`src/rtl/vram_port_arbiter.sv`:
```
// Two-requester arbiter (display fetch A, game logic B) plus clear engine for one VRAM port.
// Optional conflict statistics counter is built when VRAM_ARB_STATS_EN is defined.
module vram_port_arbiter #(
  parameter int unsigned       ADDR_W     = 7,
  parameter int unsigned       DATA_W     = 8,
  parameter int unsigned       DEPTH      = 96,
  parameter int unsigned       B_MAX_WAIT = 4,
  parameter logic [DATA_W-1:0] CLR_VALUE  = '0
) (
  input  logic              clk,
  input  logic              reset_n,
  input  logic              a_req,
  input  logic [ADDR_W-1:0] a_addr,
  output logic              a_gnt,
  output logic              a_rvalid,
  output logic [DATA_W-1:0] a_rdata,
  input  logic              b_req,
  input  logic              b_we,
  input  logic [ADDR_W-1:0] b_addr,
  input  logic [DATA_W-1:0] b_wdata,
  output logic              b_gnt,
  output logic              b_rvalid,
  output logic [DATA_W-1:0] b_rdata,
  input  logic              clr_start,
  output logic              clr_busy,
  output logic              clr_done,
  output logic [ADDR_W-1:0] ram_address,
  output logic              ram_chipselect,
  output logic              ram_write,
  output logic [DATA_W-1:0] ram_writedata,
  input  logic [DATA_W-1:0] ram_readdata,
  output logic [15:0]       stat_conflicts
);

  localparam logic [ADDR_W:0]   DEPTH_L   = (ADDR_W+1)'(DEPTH);
  localparam logic [ADDR_W-1:0] LAST_ADDR = ADDR_W'(DEPTH - 1);
  localparam logic [3:0]        B_MAX     = 4'(B_MAX_WAIT);

  typedef enum logic {ST_IDLE, ST_CLEAR} state_e;

  state_e            state_q, state_d;
  logic [ADDR_W-1:0] clr_addr_q, clr_addr_d;
  logic [3:0]        b_wait_q, b_wait_d;
  logic              a_rvalid_q, b_rvalid_q;
  logic              a_oor_q, b_oor_q;
  logic              clr_done_q, clr_done_d;
  logic              a_in_range, b_in_range, b_force, clr_last;

  assign a_in_range = {1'b0, a_addr} < DEPTH_L;
  assign b_in_range = {1'b0, b_addr} < DEPTH_L;
  assign b_force    = b_wait_q >= B_MAX;
  assign clr_last   = clr_addr_q == LAST_ADDR;

  // NOTE: sequential state uses non-blocking assignments so every register samples pre-edge values.
  always_ff @(posedge clk or negedge reset_n) begin
    if (!reset_n) state_q <= ST_IDLE;
    else          state_q <= state_d;
  end

  // NOTE: every always_comb output gets a default first, so no path can infer a latch.
  always_comb begin
    state_d = state_q;
    unique case (state_q)
      ST_IDLE:  if (clr_start) state_d = ST_CLEAR;
      ST_CLEAR: if (clr_last)  state_d = ST_IDLE;
      default:  state_d = ST_IDLE;
    endcase
  end

  // Grants and port muxing; reset_n gates the grants so nothing leaks out during reset.
  always_comb begin
    a_gnt          = 1'b0;
    b_gnt          = 1'b0;
    ram_address    = a_addr;
    ram_chipselect = 1'b0;
    ram_write      = 1'b0;
    ram_writedata  = b_wdata;
    clr_busy       = 1'b0;
    unique case (state_q)
      ST_IDLE: begin
        if (reset_n) begin
          b_gnt = b_req & (b_force | ~a_req);
          a_gnt = a_req & ~b_gnt;
          if (b_gnt) ram_address = b_addr;
          ram_chipselect = (a_gnt & a_in_range) | (b_gnt & b_in_range);
          ram_write      = b_gnt & b_we & b_in_range;
        end
      end
      ST_CLEAR: begin
        ram_address    = clr_addr_q;
        ram_chipselect = 1'b1;
        ram_write      = 1'b1;
        ram_writedata  = CLR_VALUE;
        clr_busy       = 1'b1;
      end
      default: ;
    endcase
  end

  always_comb begin
    clr_addr_d = (state_q == ST_CLEAR) ? clr_addr_q + 1'b1 : '0;
    clr_done_d = (state_q == ST_CLEAR) && clr_last;
    b_wait_d   = b_wait_q;
    if (b_gnt)
      b_wait_d = '0;
    else if ((state_q == ST_IDLE) && b_req && (b_wait_q != 4'hF))
      b_wait_d = b_wait_q + 1'b1;
  end

  always_ff @(posedge clk or negedge reset_n) begin
    if (!reset_n) begin
      clr_addr_q <= '0;
      clr_done_q <= 1'b0;
      b_wait_q   <= '0;
      a_rvalid_q <= 1'b0;
      b_rvalid_q <= 1'b0;
      a_oor_q    <= 1'b0;
      b_oor_q    <= 1'b0;
    end else begin
      clr_addr_q <= clr_addr_d;
      clr_done_q <= clr_done_d;
      b_wait_q   <= b_wait_d;
      a_rvalid_q <= a_gnt;
      b_rvalid_q <= b_gnt & ~b_we;
      a_oor_q    <= ~a_in_range;
      b_oor_q    <= ~b_in_range;
    end
  end

  // Out-of-range reads never touched the RAM, so their data is forced to zero.
  assign a_rvalid = a_rvalid_q;
  assign b_rvalid = b_rvalid_q;
  assign a_rdata  = (a_rvalid_q && !a_oor_q) ? ram_readdata : '0;
  assign b_rdata  = (b_rvalid_q && !b_oor_q) ? ram_readdata : '0;
  assign clr_done = clr_done_q;

`ifdef VRAM_ARB_STATS_EN
  logic [15:0] stat_q;

  always_ff @(posedge clk or negedge reset_n) begin
    if (!reset_n)
      stat_q <= '0;
    else if ((state_q == ST_IDLE) && clr_start)
      stat_q <= '0;
    else if ((state_q == ST_IDLE) && a_req && b_req && (stat_q != 16'hFFFF))
      stat_q <= stat_q + 16'd1;
  end

  assign stat_conflicts = stat_q;
`else
  assign stat_conflicts = 16'h0000;
`endif

endmodule

```
`config.mk`:
```
export PLATFORM = sky130hd
export DESIGN_NAME = vram_port_arbiter
export DESIGN_NICKNAME = d
export VERILOG_FILES = /design/src/rtl/vram_port_arbiter.sv
export SDC_FILE = /design/constraint.sdc
export NUM_CORES = 1
export LEC_CHECK = 0
export CORE_MARGIN = 2
export CORE_UTILIZATION = 35
export CTS_BUF_LIST = sky130_fd_sc_hd__clkbuf_4 sky130_fd_sc_hd__clkbuf_8
export CTS_CLUSTER_DIAMETER = 120
export CTS_CLUSTER_SIZE = 40
export DETAILED_ROUTE_END_ITERATION = 10
export HOLD_SLACK_MARGIN = 0.03
export MAX_ROUTING_LAYER = met4
export PLACE_DENSITY_LB_ADDON = 0.15
export SYNTH_ARGS = -nofsm -noshare
export SYNTH_HDL_FRONTEND = slang
export SYNTH_SLANG_ARGS = --single-unit
```
`constraint.sdc`:
```
create_clock -name clk -period 1.8 [get_ports clk]
set_input_delay 0.18 -clock clk [delete_from_list [all_inputs] [get_ports clk]]
set_output_delay 0.18 -clock clk [all_outputs]
set_load 0.005 [all_outputs]
```
==> results of run 1 <==
-- flip-flops by register name, summed over array words and instances (netlist names) --
name        count
b_oor_q         1
b_wait_q        4
b_rvalid        1
clr_done        1
a_rvalid        1
state_q         1
clr_addr_q      7
a_oor_q         1
-- kinds of logic (layout without fill, tap and decap cells) --
group	Yosys count	in the layout	synth area share, %
other	1	16	0.309
flip-flops	17	17	35.1
multiplexers	1	1	0.826
XOR/XNOR	3	3	2.17
AND/OR/NAND/NOR	61	61	29.9
adder cells (fa/ha/maj)	2	2	2.06
buffers and inverters	24	99	12.5
AO/OA/AOI/OAI	34	34	17.1
-- cells in the mapped netlist --
| cell type | n | share of area (%) |
|---|---|---|
| and2_1 | 20 | 10 |
| dfrtp_1 | 17 | 35 |
| buf_4 | 16 | 9.9 |
| nor2b_1 | 11 | 5.7 |
| o21ai_0 | 11 | 4.5 |
| a21oi_1 | 7 | 2.9 |
| a31oi_1 | 7 | 3.6 |
| nor2_1 | 7 | 2.2 |
| nand2_1 | 5 | 1.5 |
| a2bb2oi_1 | 4 | 2.9 |
| clkbuf_1 | 4 | 1.2 |
| nand3_1 | 4 | 1.7 |
| or3_1 | 4 | 2.1 |
| inv_1 | 3 | 0.93 |
| o31ai_1 | 3 | 1.9 |
| and3_1 | 2 | 1.0 |
| ha_1 | 2 | 2.1 |
| nand2b_1 | 2 | 1.0 |
| or3b_1 | 2 | 1.4 |
| xor2_1 | 2 | 1.4 |
| a21boi_1 | 1 | 0.62 |
| and4_1 | 1 | 0.72 |
| buf_2 | 1 | 0.41 |
| conb_1 | 1 | 0.31 |
| mux2i_1 | 1 | 0.83 |
| nor3_1 | 1 | 0.41 |
| nor3_2 | 1 | 0.83 |
| nor3b_2 | 1 | 1.0 |
| o221ai_1 | 1 | 0.72 |
| xnor2_1 | 1 | 0.72 |
-- worst register-to-register path, stage by stage (launching register included) --
cell     delay (ns)
dfrtp_1        0.43
buf_4          0.14
buf_4          0.14
and3_1         0.21
or3b_1         0.40
a21oi_1        0.18
-- report_power, final --
| part | switching [mW] | total (mW) | internal, mW |
|---|---|---|---|
| Sequential | 0.111 | 0.597 | 0.485 |
| Combinational | 0.295 | 0.656 | 0.361 |
| Clock | 0.137 | 0.222 | 0.0846 |
-- worst paths after layout --
check,end,cells past startpoint,slack [ns]
worst max-delay path,ram_address[6],5,-0.05
worst min-delay path,clr_addr_q[4],2,0.24
worst max register to register,b_wait_q[1],5,0.23
worst min register to register,clr_addr_q[0],1,0.52
max in group asynchronous,b_oor_q,3,1.30
min in group clk,state_q,3,0.43
-- metrics by stage --
| stage | util (%) | power [mW] |
|---|---|---|
| 6_report | 66.7 | 1.47 |
| 5_1_grt | 66.7 | 1.60 |
| 4_1_cts | 62.8 | 1.44 |
| 3_5_place_dp | 60.4 | 1.26 |
| 3_3_place_gp | 60.4 | 1.24 |
| 2_1_floorplan | - | 0.911 |
-- layer usage --
| layer | track usage, % | up-vias | share of wire [%] |
|---|---|---|---|
| met4 | 6.39 | 0 | 1.3 |
| met5 | - | - | 0 |
| met3 | 3.60 | 6 | 6.9 |
| met1 | 20.1 | 618 | 37 |
| li1 | - | 644 | - |
| met2 | 40.9 | 76 | 55 |
-- repair_timing --
item | CTS | global route
gates resized for setup | 46 | 24
pin swaps | 17 | 3
setup buffers | 4 | 2
endpoints found under the setup margin | 27 | 34
-- final cells by class --
class	count	share of cell area [%]
repair buffers	92	38.5
multi-input cells	117	37.9
flip-flops and latches	17	19.1
well taps	46	2.59
clock buffers	3	1.01
inverters	3	0.506
clock inverters	1	0.337
==> summary by stage, run 1 <==
Clocking
After clock tree synthesis, the clock-pin slew on the worst setup and hold paths is 0.12 ns. The number of buffers inserted during clock tree synthesis is 3. The TritonCTS clock tree is built. The longest clock path from root to sink contains 2 buffers. The hold buffer count at cts is 0. The clock insertion delay at the later pin of the skew report is around 0.3 ns.

The clock tree root driver cell is clkbuf_4. The tree built by TritonCTS fans out to 17 sinks. The H-tree depth is 1.

Layout
The count of cells in the finished layout, fillers not included, comes to 279. In the layout the commonest cells are 61 x clkdlybuf4s50_1, 20 x and2_1, 17 x dfrtp_1, 16 x conb_1, 15 x buf_4. 0 antenna diodes ended up in the layout. The synthesis-to-finish area growth is 83.5%. The multi-input combinational cells in the finished layout cover a total of 843 µm². The post-route netlist has a little over a fifth of its cells at a drive strength greater than 1. The layout net count is about 270. The register area is 425 µm². The number of fill cells in the layout is 285. The library cell used most frequently in the layout, excluding fill and tap cells, is clkdlybuf4s50_1. The final instance area is approximately 2200 µm².

Timing
Derived from the worst setup path, the maximum achievable clock frequency is 541 MHz. The worst hold slack after final layout is 0.239 ns. Setup repair after global routing could not meet its margin everywhere. The final number of max-transition violations is 0. After layout, the worst path uses 103% of the clock period. The count of final hold-check violations is 0. The total negative slack for setup checks is -0.282 ns.

The count of final setup violators is 8. Across the routed clock network, the largest skew measured is 0.0146 ns. After layout, the worst setup slack is -0.0485 ns. Counting I/O delays and the setup requirement, the final critical path takes 1.85 ns.

Hold path
In this run the worst hold path is classified as in2async.

Worst setup path
The critical path goes through or3b_4 > buf_8 > a31oi_4 > a21boi_1 > buf_2. The type of destination of the critical path is a primary output. For this run, the slowest stage of the critical path takes 0.44 ns. The critical path contains buffers and inverters numbering 2 combined. The most critical setup path has its startpoint at b_wait_q[2]. The largest individual stage delay along the critical path comes from the cell or3b_4. The largest fanout on the critical path is 5. The nature of the critical path startpoint is a flip-flop. At the worst endpoint, the required time is 1.62 ns. The startpoint of the worst register-to-register path is b_wait_q[3]. The critical path is of the reg2out type. For the worst setup path, the data arrival time is approximately 1.7 ns. Broken down by cell family, the worst path's largest delay share belongs to simple AND/OR/NAND/NOR gates.

Die
The effective utilization at floorplan is 36.3%. The placeable core region is 3340 µm². In this run the vertical extent of the chip is about 63 µm. In this run the core area contains 21 standard-cell rows. The die covers between 3000 and 4000 µm².

During I/O placement, the number of pins put on the boundary was 91. The horizontal extent of the die is 62.9 µm.

Place
The number of placed instances, taps included, is 269. The final weighted congestion of routability-driven global placement is about 0.82. During placement, the flow inserted port buffers numbering 74. Summed over all nets, the half-perimeter wirelength after detailed placement is 3.20 mm.

The placed instances occupy a cell area of about 2000 µm². The worst slack at placement is -0.321 ns.

Synth
The number of distinct library cells after synthesis is 30. The cell count after synthesis is around 140. For this run, the number of Yosys warnings is 0.

The summed instance area of the synthesized netlist is 1210 µm². In this run the mean area of a mapped cell was ~8.5 µm². The sequential element share of the synthesized area is 35.1%. The number of register bits inferred by synthesis is 17.

Drt
The DRC marker count from the first detailed-route iteration is 23. The remaining antenna violation count after routing is 0. The sum of routed wire length over all layers is 4.06 mm. The via-per-instance ratio is roughly 4.8. In the routed design, unresolved DRC markers number 0. The detailed router placed 1344 vias in this run. The routed length per placed instance is 14.5 µm.

The number of optimization iterations in the first detailed-route pass is 4.

Power
The static leakage is 0.954 nW. IR analysis of the VDD net gives a maximum drop of 448 µV. The total power per unit cell area is approximately 660 nW/µm².

GRT
The first-pass GRT wire length is 6.33 mm. The maximum number of pins on one net before global-route repair is 20. The overall global routing resource usage is 20.6%. The global route total overflow is 0.

The initial antenna violation count is 0. The via count of the first global-routing pass was 1380.

Outcome
The final reports fail on negative setup slack. The run finished, with violations left.

Flow run
Max-cap violations in this run came to 0.
No activity file was read; power rests on OpenSTA's default activity.
==> run 2, diff against run 1 <==
--- a/config.mk
+++ b/config.mk
@@ -6,8 +6,8 @@
 export NUM_CORES = 1
 export LEC_CHECK = 0
 export CORE_MARGIN = 2
-export CORE_UTILIZATION = 35
-export CTS_BUF_LIST = sky130_fd_sc_hd__clkbuf_4 sky130_fd_sc_hd__clkbuf_8
+export CORE_UTILIZATION = 34
+export CTS_BUF_LIST = sky130_fd_sc_hd__clkbuf_16
 export CTS_CLUSTER_DIAMETER = 120
 export CTS_CLUSTER_SIZE = 40
 export DETAILED_ROUTE_END_ITERATION = 10
==> summary by stage, run 2 (synthesis results as in run 1) <==
Die
The overall die area came to 4060 µm² (+2.8%). The I/O pin count is 91 (unchanged). The effective utilization at floorplan is 35.8% (-0.56 points). The vertical die dimension is 63.7 µm (+1.4%). The row count came to 21 (unchanged). The placeable core region came to 3390 µm² (+1.6%). The horizontal extent of the die came to 63.7 µm (+1.4%).

Drt
The routed length per placed instance came to 13.9 µm (-4.3%). The wire length on met1 is 1.49 mm (-1.0%). The number of optimization iterations in the first detailed-route pass came to 4 (unchanged). The remaining antenna violation count after routing is 0 (unchanged). The DRC marker count from the first detailed-route iteration is 24 (+4.3%). The via-per-instance ratio is 4.85 (+0.69%). The number of remaining DRC errors is 0 (unchanged). The wire length on met3 was 264 µm (-5.7%). In this run the top signal layer used is met4.

The detailed-routed wire length on met2 is 2.09 mm (-5.9%). The sum of routed wire length over all layers came to 3.91 mm (-3.6%). The number of vias in the routed layout is 1363 (+1.4%).

Clocking
The number of sinks handled by clock tree synthesis came to 17 (unchanged). The deepest clock path buffer count is 2 (unchanged). The clock-pin slew of the registers on the worst-case setup and hold paths is 0.05 ns (-0.07 ns). The hold buffer count at cts came to 0 (unchanged). The TritonCTS clock tree is built. The number of buffers inserted during clock tree synthesis is 3 (unchanged). The H-tree depth is 1 (unchanged).

The clock insertion delay at the later pin of the skew report came to 0.25 ns (-0.05 ns). CTS placed an instance of clkbuf_16 at the clock tree root.

Worst setup path
The required time at the worst-slack endpoint is 1.62 ns (about the same). The startpoint identified for the worst register-to-register timing path is b_wait_q[3]. The worst setup path category is reg2out. The path depth of the worst reg2reg path is 5 (unchanged). The slack of the worst reg-to-reg path was 0.30 ns (+0.07 ns). The most critical setup path has its endpoint at ram_address[2]. The nature of the critical path startpoint is a flip-flop. In this run the worst setup path begins at b_wait_q[2]. In this run the critical register-to-register path is captured at b_wait_q[1].

The largest fanout on the critical path is 3 (-2). The worst setup path is captured at a primary output. The signal arrival time at the worst endpoint is 1.69 ns (+0.02 ns).

Power
The static leakage is 0.953 nW (-0.11%). The total power per unit cell area came to 774 nW/µm² (+17%). The worst-case vdd ir drop came to 662 µV (+48%).

Outcome
The run finished, with violations left. The final reports fail on negative setup slack.

Layout
The largest registers in the layout are clr_addr_q: 7 flops, b_wait_q: 4 flops. The number of fill cells in the layout was 274 (-3.9%). The number of flip-flops under the largest register name is 7 (unchanged). Leaving out fill and tap cells, the most frequent cells in the layout are 62 x clkdlybuf4s50_1, 20 x and2_1, 17 x dfrtp_1, 16 x conb_1, 16 x buf_4. From synthesis to final layout, the design area changed by 81.4%. The layout net count is 274 (+0.74%). The share of final-layout standard cells stronger than drive strength 1 was 20.0% (-1.9 points).

clr_addr_q holds more flip-flops than any other register. The count of inserted antenna diode cells came to 0 (unchanged). The most frequent standard cell in the layout excluding fill and tap cells is clkdlybuf4s50_1. The final core utilization is 64.9% (-1.8 points).

Timing
The final number of max-transition violations is 0 (unchanged). The count of final setup violators is 4 (-4). The count of final hold-check violations was 0 (unchanged). The final worst slack came to -0.0701 ns (-0.0217 ns).

The total negative slack for setup checks is -0.138 ns (+0.144 ns). The worst clock skew is 0.00168 ns (-0.0129 ns). The worst hold slack after final layout is 0.322 ns (+0.0838 ns). The final critical path time including I/O delays and setup is 1.87 ns (+0.0217 ns). The final clock period utilization by the worst path was 104% (+1.2 points). The highest achievable clock rate is 535 MHz (-1.2%). Setup repair after global routing could not meet its margin everywhere.

GRT
The via count of the first global-routing pass is 1351 (-2.1%). The initial antenna violation count is 0 (unchanged). The maximum number of pins on one net before global-route repair is 17 (-15%). The first-pass GRT wire length is 6.28 mm (-0.76%). The global route total overflow was 0 (unchanged). The overall global routing resource usage is 19.7% (-0.89 points).

Flow run
The max-cap check violation count is 0 (unchanged).

Place
The worst slack at placement was -0.353 ns (-0.0321 ns). The count of port buffers added during placement is 74 (unchanged). The HPWL after detailed placement came to 3.04 mm (-5.1%).

The final weighted congestion of routability-driven global placement was 0.887 (+8.5%).

Hold path
The class of the worst hold path is in2async.
run 2: stage by stage:
step	power, mW	instance area, µm²	instances
after detailed placement	1.25	2020	269
after global routing	1.83	2200	281
after floorplan	0.911	1270	158
final	1.70	2200	281
after CTS	1.66	2130	281
after global placement	1.23	2020	269
run 2: worst min-delay path by stage:
stage | slack (ns) | endpoint | start | cells after the start
floorplan | -0.12 | a_oor_q | reset_n | 0
global placement | 0.47 | clr_addr_q[0] | clr_addr_q[0] | 1
detailed placement | 0.47 | clr_addr_q[0] | clr_addr_q[0] | 1
CTS | 0.30 | clr_addr_q[2] | reset_n | 2
global route | 0.34 | clr_addr_q[2] | reset_n | 2
finish | 0.32 | clr_addr_q[2] | reset_n | 2
run 2: area by class of cell:
class	count	area (µm²)	share of cell area, %
Multi-Input combinational cell	117	764	34.8
Clock buffer	3	75.1	3.41
Sequential cell	17	425	19.3
Inverter	3	11.3	0.512
Timing Repair Buffer	94	861	39.1
Clock inverter	1	5.00	0.228
Tap cell	46	57.6	2.62
run 2: report_power, final:
part / internal (mW) / switching, mW / total [mW]
clock: 0.298 / 0.160 / 0.458
combinational: 0.363 / 0.284 / 0.647
sequential: 0.487 / 0.109 / 0.596
run 2: worst max-delay path: stages (launching register included):
cell and delay (ns):
dfrtp_1 0.42, buf_6 0.13, nor3b_2 0.17, buf_4 0.15, buf_6 0.09, buf_6 0.11, o21ai_4 0.05, a2bb2oi_2 0.17
buf_2 0.14
run 2: timing repair:
action                                  in CTS  in global routing
buffers inserted                             8                  0
pin swaps                                   11                  9
resized for setup                           44                 16
endpoints found under the setup margin      27                 19
run 2: routing by layer:
layer  vias to the layer above  global-route usage, %
met3                         8                   3.57
met4                         0                   6.52
met2                        72                   35.7
met5                         -                      -
li1                        652                      -
met1                       631                   21.7
